--- src/rtl/interrupt_ctrl.sv ---
// Interrupt/reset sequencer: synchronizes the NMI and IRQ pins, arbitrates at
// instruction boundaries and steps the stack-push and vector-fetch sequence.
module interrupt_ctrl (
    input  logic        clk,
    input  logic        rst_n,
    input  logic        nmi_n,
    input  logic        irq_n,
    input  logic [7:0]  p_in,
    input  logic        brk_req,
    input  logic        instr_done,
    output logic        seq_active,
    output logic        push_pch,
    output logic        push_pcl,
    output logic        push_p,
    output logic [7:0]  push_data,
    output logic        fetch_vl,
    output logic        fetch_vh,
    output logic [15:0] vec_addr,
    output logic        i_set,
    output logic        seq_done,
    output logic        nmi_pending
);

    typedef enum logic [3:0] {
        ST_IDLE,
        ST_RST0,
        ST_RST1,
        ST_RST2,
        ST_PUSH_H,
        ST_PUSH_L,
        ST_PUSH_P,
        ST_VEC_L,
        ST_VEC_H
    } state_t;

    typedef enum logic [1:0] {
        VEC_RESET,
        VEC_IRQ,
        VEC_NMI
    } vec_src_t;

    state_t   state, state_next;
    vec_src_t vec_src, vec_src_next;
    logic     brk_flag, brk_flag_next;

    logic nmi_s1, nmi_s2, nmi_s3;
    logic irq_s1, irq_s2;
    logic nmi_fall;
    logic irq_take;
    logic nmi_clear;
    logic [15:0] vec_base;

    // nmi_s3 only remembers the previous synchronized level for edge detection.
    // NOTE: sequential state is always assigned with <= so every flop samples
    // the pre-edge value of its neighbours, exactly like the hardware.
    always_ff @(posedge clk or negedge rst_n) begin
        if (!rst_n) begin
            nmi_s1 <= 1'b1;
            nmi_s2 <= 1'b1;
            nmi_s3 <= 1'b1;
            irq_s1 <= 1'b1;
            irq_s2 <= 1'b1;
        end else begin
            nmi_s1 <= nmi_n;
            nmi_s2 <= nmi_s1;
            nmi_s3 <= nmi_s2;
            irq_s1 <= irq_n;
            irq_s2 <= irq_s1;
        end
    end

    assign nmi_fall = nmi_s3 & ~nmi_s2;
    assign irq_take = ~irq_s2 & ~p_in[2];

    // NOTE: every signal written in an always_comb gets a default first, so no
    // path through the case can leave it unassigned and infer a latch.
    always_comb begin
        state_next    = state;
        vec_src_next  = vec_src;
        brk_flag_next = brk_flag;
        case (state)
            ST_IDLE: begin
                if (instr_done) begin
                    if (nmi_pending) begin
                        state_next    = ST_PUSH_H;
                        vec_src_next  = VEC_NMI;
                        brk_flag_next = 1'b0;
                    end else if (brk_req) begin
                        state_next    = ST_PUSH_H;
                        vec_src_next  = VEC_IRQ;
                        brk_flag_next = 1'b1;
                    end else if (irq_take) begin
                        state_next    = ST_PUSH_H;
                        vec_src_next  = VEC_IRQ;
                        brk_flag_next = 1'b0;
                    end
                end
            end
            ST_RST0:   state_next = ST_RST1;
            ST_RST1:   state_next = ST_RST2;
            ST_RST2:   state_next = ST_VEC_L;
            ST_PUSH_H: state_next = ST_PUSH_L;
            ST_PUSH_L: state_next = ST_PUSH_P;
            ST_PUSH_P: begin
                // A pending NMI hijacks a BRK/IRQ sequence up to the last push.
                state_next = ST_VEC_L;
                if (nmi_pending) begin
                    vec_src_next = VEC_NMI;
                end
            end
            ST_VEC_L:  state_next = ST_VEC_H;
            ST_VEC_H:  state_next = ST_IDLE;
            default:   state_next = ST_IDLE;
        endcase
    end

    always_ff @(posedge clk or negedge rst_n) begin
        if (!rst_n) begin
            state    <= ST_RST0;
            vec_src  <= VEC_RESET;
            brk_flag <= 1'b0;
        end else begin
            state    <= state_next;
            vec_src  <= vec_src_next;
            brk_flag <= brk_flag_next;
        end
    end

    // Serviced on entry to VEC_L; a coincident new edge keeps it set.
    assign nmi_clear = (state == ST_PUSH_P) && (vec_src_next == VEC_NMI);

    always_ff @(posedge clk or negedge rst_n) begin
        if (!rst_n) begin
            nmi_pending <= 1'b0;
        end else if (nmi_fall) begin
            nmi_pending <= 1'b1;
        end else if (nmi_clear) begin
            nmi_pending <= 1'b0;
        end
    end

    always_comb begin
        case (vec_src)
            VEC_NMI: vec_base = 16'hFFFA;
            VEC_IRQ: vec_base = 16'hFFFE;
            default: vec_base = 16'hFFFC;
        endcase
    end

    assign seq_active = (state != ST_IDLE);
    assign push_pch   = (state == ST_PUSH_H);
    assign push_pcl   = (state == ST_PUSH_L);
    assign push_p     = (state == ST_PUSH_P);
    assign fetch_vl   = (state == ST_VEC_L);
    assign fetch_vh   = (state == ST_VEC_H);
    assign i_set      = fetch_vl;
    assign seq_done   = fetch_vh;
    assign vec_addr   = {vec_base[15:1], fetch_vh};
    assign push_data  = push_p ? {p_in[7:6], 1'b1, brk_flag, p_in[3:0]} : 8'h00;

endmodule

--- config.mk ---
export PLATFORM = sky130hd
export DESIGN_NAME = interrupt_ctrl
export DESIGN_NICKNAME = d
export VERILOG_FILES = /design/src/rtl/interrupt_ctrl.sv
export SDC_FILE = /design/constraint.sdc
export NUM_CORES = 1
export LEC_CHECK = 0
export CAP_MARGIN = 20
export CORE_AREA = 2 2 51 53
export DETAILED_ROUTE_END_ITERATION = 12
export DIE_AREA = 0 0 53 55
export GPL_ROUTABILITY_DRIVEN = 1
export GPL_TIMING_DRIVEN = 0
export PLACE_DENSITY = 0.71
export SYNTH_ARGS = -nofsm -noshare
export SYNTH_HDL_FRONTEND = slang
export SYNTH_SLANG_ARGS = --single-unit
--- constraint.sdc ---
create_clock -name clk -period 1.6 [get_ports clk]
set_input_delay 0.32 -clock clk [delete_from_list [all_inputs] [get_ports clk]]
set_output_delay 0.32 -clock clk [all_outputs]
set_load 0.02 [all_outputs]
==> reports/metrics.cfg, run 1 <==
[place]
place_hpwl_mm = 1.26
io_buffers = 31
placed_area_um2 = 1230
place.gp.congestion = 0.753
post-place-ws_ps = -502

[global_route]
grt_pass1_vias = 650
antenna_found_initial = 0
grt_usage_pct = 14.2
grt_pass1_wl_mm = 2.96
grt_start_max_net_pins = 14
overflow = 0

[sta]
setup_viol = 18
worst_slew_pin_slew_ps = 574
fin_ws_ps = -302
finalMaxSlewViolations = 0
grt_setup_unrepaired = yes
skew_ps = 1.28
whs_ps = 357
period_share_pct = 119
fmax_mhz = 526
maxSlewHeadroom_pct = 61.6
period_needed_ps = 1900
hold_viol_final = 0

[die]
dieWidth_um = 53
initial_core_util_pct = 34.7
rows = 18
design.core.area_um2 = 2360
fp.dieH_um = 55
dieArea_um2 = 2920
io_pins = 47

[finish]
regArea_um2 = 333
drive_gt1_share_pct = 58.5
multi_input_comb_area_um2 = 399
areaGrowthSynthToFinish_pct = 80.3
n_fill_cell = 205
layout.nets = 158
fin_area_um2 = 1480
n_antenna_cell = 0

[yosys]
syn_area_um2 = 821
ys.flop_type = dfrtp_1
syn_inst = 77
syn_avg_cell_area_um2 = 10.7
ys_seq_area_share_pct = 40.5
yosysWarnings = 0
synth_top_area_share_pct = 21.3
synthDistinctLibCells = 30
async_flop_share_pct = 100
synth_seq_cells = 13
synthTopCellsByArea = dfrtp_1 21%, dfstp_2 19%, buf_4 17%, and2_1 5.3%, a211o_1 3.2%
synth_top_area_cell = dfrtp_1
synth-edff-count = 0

[drt]
top_layer = met3
ant_nets = 0
wl_per_cell_um = 11.8
drc = 0
vias_per_cell = 4.31
drt_iter0_markers = 8
wl_met1_um = 743
drt_wl_total_mm = 2.03
met3_wirelength_um = 218
wl_met2_mm = 1.07
dr.pass1.iters = 3
num_vias = 741

[setup_path]
rr_endpoint = brk_flag
cp-end-kind = output port
r2r-start = state[3]
cp_max_fo = 5
path_class = reg2out
rrSetupSlack_ps = -10
crit_required_ps = 1280
cp.arrival_ps = 1580
cp-start-kind = register
rr_worst_depth = 7

[clock_network]
clockBufferDepth = 2
tritoncts = done
htreeDepth = 1
cts.sinks = 13
cts_root_buf = clkbuf_4
numCtsBuffers = 3
clk_pin_slew_ps = 70
clock_latency_ps = 270

[job]
drv_cap = 0

[worst_hold_path]
worstHoldPathType = reg2reg
min_path_cells = 0
worstHoldStart = nmi_s1
min_to = nmi_s2

[power]
cellPowerDensity_nw_per_um2 = 1810
ir_worst_vdd_mv = 1.04
power_leakage_uw = 0.000725

[outcome]
violations = negative setup slack
status = finished, violations left

worst max-delay path, stage by stage (launching register included):
cell and delay, ps:
dfstp_2 390, buf_12 130, nor4bb_4 340, buf_4 200
and2_4 140, buf_6 110
cells in the final DEF, fill, tap and decap left out, types with 2 or more instances in the layout:
cell type	n
and4b_2	2
dfrtp_1	7
dfstp_2	6
clkbuf_4	3
buf_2	2
buf_4	31
clkdlybuf4s50_1	11
nor3b_1	2
conb_1	13
buf_6	24
o21bai_1	2
inv_1	6
and2_4	7
nor4b_4	2
a211o_1	3
worst max path at each step:
stage,start,endpoint,slack [ps]
after detailed placement,state[3],push_data[6],-500
after floorplan,state[1],seq_done,30
after global placement,state[3],push_data[2],-490
final,state[0],push_data[1],-300
after CTS,state[3],push_data[1],-290
after global routing,state[0],push_data[1],-420
repair_timing:
action | 4_1_cts | 5_1_grt
pin swaps | 10 | 4
setup buffers | 12 | 5
hold buffers | 0 | 0
cloned | 2 | 0
setup endpoints to repair | 20 | 20
gates resized for setup | 118 | 10
cell families after synthesis:
| logic type | after synthesis | share of synthesized area, % |
|---|---|---|
| other cells | 1 | 0.457 |
| fa+ha+maj | 1 | 1.52 |
| buf+inv | 28 | 23.5 |
| xor+xnor | 1 | 1.07 |
| simple gates | 20 | 20.9 |
| compound gates | 13 | 12.0 |
| flops | 13 | 40.5 |
flip-flops by register name, summed over array words and instances, names as in the netlist:
name / cells
state: 4
vec_src: 2
brk_flag: 1
irq_s1: 1
irq_s2: 1
nmi_s2: 1
nmi_s1: 1
nmi_s3: 1
nmi_pending: 1
cell type report:
class                   instances  share of cell area, %
flip-flops and latches         13                   22.5
well taps                      30                   2.54
multi-input cells              48                   27.0
repair buffers                 49                   32.0
plain buffers                  22                   12.7
clock buffers                   4                   1.78
inverters                       6                   1.52
through the flow:
| stage | instances | power [µW] | TNS, ps | util [%] |
|---|---|---|---|---|
| 2_1_floorplan | 89 | 1490 | 0 | - |
| 6_report | 172 | 2670 | -3700 | 62.6 |
| 3_3_place_gp | 150 | 1940 | -6500 | 52.2 |
| 3_5_place_dp | 150 | 1980 | -6780 | 52.2 |
| 4_1_cts | 168 | 2560 | -3140 | 60.5 |
| 5_1_grt | 172 | 2850 | -5380 | 62.6 |
synth_stat cells (all sizes together) (2+ instances only):
master   n
and2     7
a211o    4
nor4b    2
o21bai   2
dfrtp    7
inv      6
nor3b    2
dfstp    6
buf     22
and4b    2
routing by layer:
metal	vias to the layer above	track usage [%]
met1	339	15.3
met2	37	26.9
met4	0	1.28
li1	365	-
met3	0	5.91
met5	-	0
power by group:
| group | switching (µW) | internal [µW] |
|---|---|---|
| sequential | 92.7 | 456 |
| clock | 95.3 | 96.5 |
| combinational | 853 | 1080 |
(Power assumes the default switching activity.)
==> inputs of run 2 (changes only) <==
--- a/config.mk
+++ b/config.mk
@@ -12,6 +12,7 @@
 export GPL_ROUTABILITY_DRIVEN = 1
 export GPL_TIMING_DRIVEN = 0
 export PLACE_DENSITY = 0.71
+export REMOVE_ABC_BUFFERS = 1
 export SYNTH_ARGS = -nofsm -noshare
 export SYNTH_HDL_FRONTEND = slang
 export SYNTH_SLANG_ARGS = --single-unit
==> run 2 against run 1 <==
The flow still finishes with violations (negative setup slack). Worst hold slack gained 1.6 ps. Routed wire length shrank 16%. Largest power group unchanged. Clock power is essentially flat. Sequential share of layout area grew 3.6 points. First-iteration DRC count shrank 38%. Setup slack gained 140 ps. Maximum frequency grew 8.2%. Clock-buffer cell count shrank 1. Flip-flop and latch count is the same. Critical endpoint unchanged.
==> reports/metrics.cfg, run 2 (synthesized netlist as in run 1, its figures left out) <==
[setup_path]
rrSetupSlack_ps = 100  ; was -10 ps
rr_worst_depth = 5  ; was 7
cp-end-kind = output port  ; unchanged
crit_required_ps = 1280  ; about the same
cp-start-kind = register  ; unchanged
rr_endpoint = brk_flag  ; unchanged
r2r-start = state[2]  ; was state[3]
cp.arrival_ps = 1440  ; was 1580 ps
path_class = reg2out  ; unchanged
cp_max_fo = 6  ; was 5

[sta]
hold_viol_final = 0  ; unchanged
maxSlewHeadroom_pct = 63.5  ; was 61.6%
fmax_mhz = 569  ; was 526 MHz
fin_ws_ps = -158  ; was -302 ps
worst_slew_pin_slew_ps = 546  ; was 574 ps
setup_viol = 16  ; was 18
period_needed_ps = 1760  ; was 1900 ps
skew_ps = 0.621  ; was 1.28 ps
finalMaxSlewViolations = 0  ; unchanged
whs_ps = 359  ; was 357 ps
finalSetupTns_ps = -1770  ; was -3700 ps
grt_setup_unrepaired = yes  ; unchanged
period_share_pct = 110  ; was 119%

[die]
io_pins = 47  ; unchanged
initial_core_util_pct = 34.7  ; unchanged
design.core.area_um2 = 2360  ; unchanged
fp.dieH_um = 55  ; unchanged
dieWidth_um = 53  ; unchanged
rows = 18  ; unchanged
dieArea_um2 = 2920  ; unchanged

[drt]
wl_per_cell_um = 11.1  ; was 11.8 µm
ant_nets = 0  ; unchanged
drt_wl_total_mm = 1.71  ; was 2.03 mm
dr.pass1.iters = 3  ; unchanged
vias_per_cell = 4.38  ; was 4.31
num_vias = 670  ; was 741
drc = 0  ; unchanged
drt_iter0_markers = 5  ; was 8

[place]
dp.cells = 128  ; was 150
post-place-ws_ps = -1110  ; was -502 ps
io_buffers = 31  ; unchanged
place.gp.congestion = 0.718  ; was 0.753
place_hpwl_mm = 1.06  ; was 1.26 mm

[outcome]
status = finished, violations left  ; unchanged
violations = negative setup slack  ; unchanged

[worst_hold_path]
worstHoldPathType = reg2reg  ; unchanged
min_path_cells = 0  ; unchanged
worstHoldStart = irq_s1  ; was nmi_s1
min_to = irq_s2  ; was nmi_s2

[power]
power_leakage_uw = 0.000620  ; was 0.000725 µW
cellPowerDensity_nw_per_um2 = 1930  ; was 1810 nW/µm²
ir_worst_vdd_mv = 1.25  ; was 1.04 mV

[finish]
top_register = state  ; unchanged
layout_common_cells = 21 x buf_4, 17 x buf_6, 13 x conb_1  ; was 31 x buf_4, 24 x buf_6, 13 x conb_1
areaGrowthSynthToFinish_pct = 57.5  ; was 80.3%
finalNonFillerCells = 153  ; was 172
n_antenna_cell = 0  ; unchanged
mostFrequentLayoutCell = buf_4  ; unchanged
largest_registers = state (4), vec_src (2)  ; unchanged
layout.nets = 139  ; was 158
drive_gt1_share_pct = 51.2  ; was 58.5%
largest_reg_flops = 4  ; unchanged

[clock_network]
numCtsBuffers = 3  ; unchanged
clock_latency_ps = 270  ; about the same
htreeDepth = 1  ; unchanged
tritoncts = done  ; unchanged
hold_buffers = 0  ; unchanged
cts.sinks = 13  ; unchanged
clockBufferDepth = 2  ; unchanged
cts_root_buf = clkbuf_4  ; unchanged
clk_pin_slew_ps = 70  ; about the same

[global_route]
grt_pass1_wl_mm = 2.82  ; was 2.96 mm
antenna_found_initial = 0  ; unchanged
grt_start_max_net_pins = 14  ; unchanged
grt_pass1_vias = 627  ; was 650
grt_usage_pct = 13.2  ; was 14.2%
overflow = 0  ; unchanged

[job]
drv_cap = 0  ; unchanged

==> run 2: what timing repair did <==
action                                  CTS  global route
gates resized for setup                 113            10
setup buffers                            17             4
endpoints found under the setup margin   23            19
pin swaps                                 5             3
==> run 2: final cells by class <==
cell class,count,area (µm²)
timing repair buffer,52,482
clock buffer,3,22.5
sequential,13,337
inverter,6,22.5
fill,205,1070
clock inverter,1,5.00
multi-input combinational,48,387
tap,30,37.5
==> run 2: per-layer routing <==
metal  vias to the layer above  part of all wire [%]  GRT usage (%)
li1                        328                     -              -
met1                       313                    42           14.6
met2                        29                    51           25.0
met3                         0                   7.1           4.30
met4                         0                     0           2.56
met5                         -                     0              0
==> run 2: report_power, final <==
group	total (µW)	internal [µW]	switching, µW
Combinational	1720	945	779
Sequential	577	464	113
Clock	193	92.5	100
==> run 2: per-stage QoR <==
stage	util, %	total power (µW)	area [µm²]
final	54.7	2490	1290
after floorplan	-	1280	696
after detailed placement	44.1	1760	1040
after CTS	52.2	2350	1230
after global routing	54.7	2670	1290
after global placement	44.1	1720	1040
==> run 2: critical path: stages (launching register included) <==
cell and delay [ps]:
dfrtp_2 440, nor4bb_4 290, buf_4 180, and2_1 140, buf_6 120
==> run 2: worst max-delay path by stage <==
stage | start | endpoint | slack (ps) | cells after the start
2_1_floorplan | state[1] | fetch_vh | -1200 | 1
3_3_place_gp | state[2] | push_data[2] | -1010 | 3
3_5_place_dp | state[2] | push_data[1] | -1110 | 3
4_1_cts | state[3] | push_data[6] | -160 | 4
5_1_grt | state[3] | push_data[0] | -240 | 4
6_report | state[3] | push_data[1] | -160 | 4
